File: src/rtl/gray_pkg.sv
// Shared Gray-code helpers: encode/decode rules and all-ones limit, used by the
// counter RTL and by bench models. Values are carried zero-extended in 32 bits.
package gray_pkg;

  localparam int unsigned MAX_WIDTH = 32;

  // Gray encode: each bit is the XOR of itself and the next-higher binary bit.
  function automatic logic [MAX_WIDTH-1:0] bin2gray(input logic [MAX_WIDTH-1:0] b);
    return b ^ (b >> 1);
  endfunction

  // Gray decode, matching the gray_binary decoder: prefix XOR from the MSB down.
  function automatic logic [MAX_WIDTH-1:0] gray2bin(input logic [MAX_WIDTH-1:0] g);
    logic [MAX_WIDTH-1:0] b;
    b = '0;
    b[MAX_WIDTH-1] = g[MAX_WIDTH-1];
    for (int i = MAX_WIDTH - 2; i >= 0; i--) begin
      b[i] = b[i+1] ^ g[i];
    end
    return b;
  endfunction

  // All-ones value of a w-bit count (the terminal value when counting up).
  function automatic logic [MAX_WIDTH-1:0] max_of(input int unsigned w);
    logic [MAX_WIDTH-1:0] m;
    if (w >= MAX_WIDTH) begin
      m = {MAX_WIDTH{1'b1}};
    end else begin
      m = (32'd1 << w) - 32'd1;
    end
    return m;
  endfunction

endpackage

File: src/rtl/gray_counter_encoder_bin2gray_enc.sv
// Pure combinational WIDTH-bit binary-to-Gray encoder built on the shared
// gray_pkg encode rule.
module bin2gray_enc
  import gray_pkg::*;
#(
  parameter int WIDTH = 4
) (
  input  logic [WIDTH-1:0] bin,
  output logic [WIDTH-1:0] gray
);

  logic [MAX_WIDTH-1:0] wide_gray_s;

  assign wide_gray_s = bin2gray(MAX_WIDTH'(bin));
  assign gray        = wide_gray_s[WIDTH-1:0];

endmodule

File: src/rtl/gray_counter_encoder.sv
// Registered binary counter with registered Gray-code, terminal-count and wrap outputs.
// Define GRAY_UPDOWN_EN to add the dir port and down counting; otherwise up-only.
module gray_counter_encoder
  import gray_pkg::*;
#(
  parameter int          WIDTH    = 4,
  parameter int unsigned INIT_BIN = 0
) (
  input  logic             clk,
  input  logic             rst_n,
  input  logic             en,
  input  logic             clr,
  input  logic             load,
  input  logic [WIDTH-1:0] load_bin,
`ifdef GRAY_UPDOWN_EN
  input  logic             dir,
`endif
  output logic [WIDTH-1:0] bin,
  output logic [WIDTH-1:0] gray,
  output logic             tc,
  output logic             wrap
);

  localparam logic [WIDTH-1:0] MAX_BIN   = WIDTH'(max_of(WIDTH));
  localparam logic [WIDTH-1:0] INIT_C    = WIDTH'(INIT_BIN);
  localparam logic [WIDTH-1:0] ZERO_C    = {WIDTH{1'b0}};
  localparam logic [WIDTH-1:0] ONE_C     = {{(WIDTH-1){1'b0}}, 1'b1};
  localparam logic [WIDTH-1:0] INIT_GRAY = WIDTH'(bin2gray(MAX_WIDTH'(INIT_BIN)));

  generate
    if (WIDTH < 2 || WIDTH > MAX_WIDTH) begin : g_bad_width
      $error("gray_counter_encoder: WIDTH must be in 2..32");
    end
  endgenerate

  logic [WIDTH-1:0] bin_r;
  logic [WIDTH-1:0] gray_r;
  logic             tc_r;
  logic             wrap_r;

  logic [WIDTH-1:0] next_bin_s;
  logic [WIDTH-1:0] next_gray_s;
  logic             next_wrap_s;
  logic             next_tc_s;
  logic             update_s;
  logic             up_s;

`ifdef GRAY_UPDOWN_EN
  assign up_s = dir;
`else
  assign up_s = 1'b1;
`endif

  // Next-state selection with priority clr > load > en > hold.
  always_comb begin
    next_bin_s  = bin_r;
    next_wrap_s = 1'b0;
    update_s    = 1'b0;
    if (clr) begin
      next_bin_s = INIT_C;
      update_s   = 1'b1;
    end else if (load) begin
      next_bin_s = load_bin;
      update_s   = 1'b1;
    end else if (en) begin
      update_s = 1'b1;
      if (up_s) begin
        next_bin_s  = bin_r + ONE_C;
        next_wrap_s = (bin_r == MAX_BIN);
      end else begin
        next_bin_s  = bin_r - ONE_C;
        next_wrap_s = (bin_r == ZERO_C);
      end
    end else begin
      next_bin_s  = bin_r;
      next_wrap_s = 1'b0;
    end
  end

  // Terminal count follows next-bin and direction in effect; held while idle.
  always_comb begin
    next_tc_s = tc_r;
    if (update_s) begin
      if (up_s) begin
        next_tc_s = (next_bin_s == MAX_BIN);
      end else begin
        next_tc_s = (next_bin_s == ZERO_C);
      end
    end else begin
      next_tc_s = tc_r;
    end
  end

  bin2gray_enc #(
    .WIDTH (WIDTH)
  ) u_enc (
    .bin  (next_bin_s),
    .gray (next_gray_s)
  );

  // Output register: bin and its Gray code always update on the same edge.
  always_ff @(posedge clk or negedge rst_n) begin
    if (!rst_n) begin
      bin_r  <= INIT_C;
      gray_r <= INIT_GRAY;
      tc_r   <= (INIT_C == MAX_BIN);
      wrap_r <= 1'b0;
    end else begin
      bin_r  <= next_bin_s;
      gray_r <= next_gray_s;
      tc_r   <= next_tc_s;
      wrap_r <= next_wrap_s;
    end
  end

  assign bin  = bin_r;
  assign gray = gray_r;
  assign tc   = tc_r;
  assign wrap = wrap_r;

endmodule

File: config.mk
export PLATFORM = sky130hd
export DESIGN_NAME = gray_counter_encoder
export DESIGN_NICKNAME = d
export VERILOG_FILES = /design/src/rtl/gray_pkg.sv /design/src/rtl/gray_counter_encoder_bin2gray_enc.sv /design/src/rtl/gray_counter_encoder.sv
export SDC_FILE = /design/constraint.sdc
export NUM_CORES = 1
export LEC_CHECK = 0
export ABC_AREA = 1
export BUFFER_PORTS_ARGS = -buffer_cell sky130_fd_sc_hd__buf_2
export CORE_AREA = 2 2 39 41
export CTS_CLUSTER_DIAMETER = 100
export DETAILED_ROUTE_END_ITERATION = 10
export DIE_AREA = 0 0 41 43
export GPL_TIMING_DRIVEN = 0
export SLEW_MARGIN = 30
export SYNTH_ARGS = -nofsm -noshare
export SYNTH_HDL_FRONTEND = slang
export SYNTH_SLANG_ARGS = --single-unit
File: constraint.sdc
create_clock -name clk -period 2.17 [get_ports clk]
set_clock_uncertainty 0.05 [all_clocks]
set_input_delay 0.434 -clock clk [delete_from_list [all_inputs] [get_ports clk]]
set_output_delay 0.434 -clock clk [all_outputs]
set_load 0.01 [all_outputs]
==> results.md <==
- Pre-Repair DR Iteration Count: 1
- Final hold slack: between 0.3 and 0.4 ns
- Initial core utilization: 0.357
- FF+latch count, synth: 9
- R2R Setup Slk: 0.66 ns
- Skew-Pair Late Insertion Delay: 0.25 ns
- Max frequency: 664 MHz
- Sink Count: 9
- Row count: 14
- CTS root buf: clkbuf_4
- Crit. End Element: register
- Count leader, synth: nand2_1
- WS Path Type: register to register
- Synth warn: 0
- Total track usage: 0.137
- Reg2Reg Depth: 9
- DR vias: about 460
- Die ar.: between 1500 and 2000 µm²
- Vias in the first global route: 444
- H-tree Lvls: 1
- Final hold viol count: 0
- Final ANT Viol Nets: 0
- Drt total wl: around 970 µm
- CORE AREA: around 1400 µm²
- Outcome: finished, final reports clean
- Setup tns final: 0 ns
- Ranking of synthesized cells by area: dfrtp_1, nand2_1, nor2_1
- Top-area cell type share of the netlist area: 0.456
- CP Launch Type: register
- R2R Path End: tc
- Data arrival, critical path: between 1.5 and 2 ns
- Leakage: approximately 0.39 nW
- Post-synth top cells: nand2_1, nor2_1, inv_1
- RSZ-0062 raised after global routing: no
- Finish-stage setup viols: 0
- Nets: about 100
- DR DRC count: 0
- IO Port Bufs: 18
- Largest net degree at the start of global routing: 11
- Slew Limit Fails: 0
- Crit Path Max Fanout: 4
- Setup bufs post-CTS: 0
- Seq/Total Area, Yosys: 0.456
- Overall die width: between 40 and 50 µm
- Layout area overhead: 29.6%
- Syn nets: just under 80
- R2R Path Start: bin[0]
- Initial antenna violation count: 0
- Global placement routability congestion: between 0.6 and 0.7
- DP HPWL: between 800 and 900 µm
- Fin crit period: around 1.5 ns
- Main synth FF type: dfrtp_1
- GR Overflow Total: 0
- First-pass GRT wire length: about 1.6 mm
- Area leader, netlist: dfrtp_1
- Slew @ Worst Pin: between 0.2 and 0.25 ns
- Avg Inst Size Synth: between 7 and 8 µm²
- EDFF count, synth: 0
- Post-DR vias/cell: between 4 and 5
- Layout cells sized above 1: 0.267
- P per Cell Area: between 600 and 700 nW/µm²
- Hold Startpoint: clr
- Gate Count Post-Synth: 67
- Worst hold stages: 2
- Max cap viols: 0
- First DRT Iteration DRCs: 0
- Library cells used by synthesis: 13
- Antenna Cells: 0
- Slew headroom: 0.861
- CTS tree: done
- Mapped cell area: 494 µm²
- CTS clk-pin slew, worst paths: around 0.060 ns
- Number of buffers created by CTS: 3
- CTS Buffer Depth: 2
- WP data required: roughly 2.3 ns
- Post-synth ARST share: 1.00
- Routed len/inst: between 9 and 10 µm
- Maximum vdd drop: 0.310 mV
- Die Height: about 43 µm
- HP Class: input port to register
- Tcrit/Tclk final: 0.694
- Hold Path End: wrap
- # IOs: 19
logic make-up after synthesis:
logic type                 synth area share
AOI/OAI and AO/OA                    0.0405
DFF                                   0.456
buffers and inverters                 0.106
adders and majority gates            0.0760
xor gates and xnor gates             0.0177
and+or+nand+nor                       0.304
how the worst max path moves through the flow:
stage | from | to | slack, ns | cells after the start
2_1_floorplan | bin[0] | tc | 0.72 | 8
3_3_place_gp | en | tc | 0.67 | 7
3_5_place_dp | en | tc | 0.66 | 9
4_1_cts | bin[0] | tc | 0.65 | 9
5_1_grt | bin[0] | tc | 0.50 | 9
6_report | bin[0] | tc | 0.66 | 9
metal layers:
layer / GRT usage / up-vias / routed length, µm
li1: - / 249 / -
met1: 0.153 / 200 / 457
met2: 0.213 / 12 / 442
met3: 0.0157 / 2 / 64
met4: 0.120 / 0 / 8
met5: 0 / - / 0
sequential cells by signal (all words and copies together), names as in the netlist:
signal  count
tc          1
wrap        1
gray        3
bin         4
layout make-up:
| cell class | count | area, µm² |
|---|---|---|
| sequential | 9 | 225 |
| timing repair buffer | 19 | 100 |
| buffer | 1 | 7.51 |
| clock buffer | 4 | 26.3 |
| tap | 16 | 20.0 |
| fill | 153 | 743 |
| multi-input combinational | 45 | 216 |
| inverter | 12 | 45.0 |
placed cells by master (no fill, tap or decap):
cell type,instances
clkbuf_1,1
a21oi_1,1
nor2_1,13
dfrtp_1,9
o21ai_0,3
nor2_2,1
buf_4,1
clkbuf_4,3
nand2_1,16
buf_2,18
dlygate4sd3_1,1
inv_2,1
xor2_1,1
nor3_1,1
nand3_1,6
ha_1,3
inv_1,11
critical path, cell delays in order, from the launching register on:
cell,delay [ns]
dfrtp_1,0.42
ha_1,0.21
nand2_1,0.11
inv_1,0.05
nand2_1,0.08
nand3_1,0.11
inv_1,0.09
ha_1,0.14
nand2_1,0.05
a21oi_1,0.12
per-stage QoR:
step	setup WS [ns]	instance area [µm²]	cells	power, mW	utilization
5_1_grt	0.497	641	106	0.422	0.463
3_5_place_dp	0.656	604	101	0.274	0.437
2_1_floorplan	0.723	494	67	0.238	-
6_report	0.665	641	106	0.395	0.463
3_3_place_gp	0.672	604	101	0.273	0.437
4_1_cts	0.655	641	106	0.404	0.463
report_power, final:
group	switching, mW	internal (mW)
Sequential	0.00897	0.182
Combinational	0.0463	0.0336
Clock	0.0534	0.0705
Total	0.109	0.286
timing repair:
action,4_1_cts,5_1_grt
endpoints found under the hold margin,9,0
gates resized for setup,0,0
hold buffers,1,0
Power figures use the tool's default switching activity.
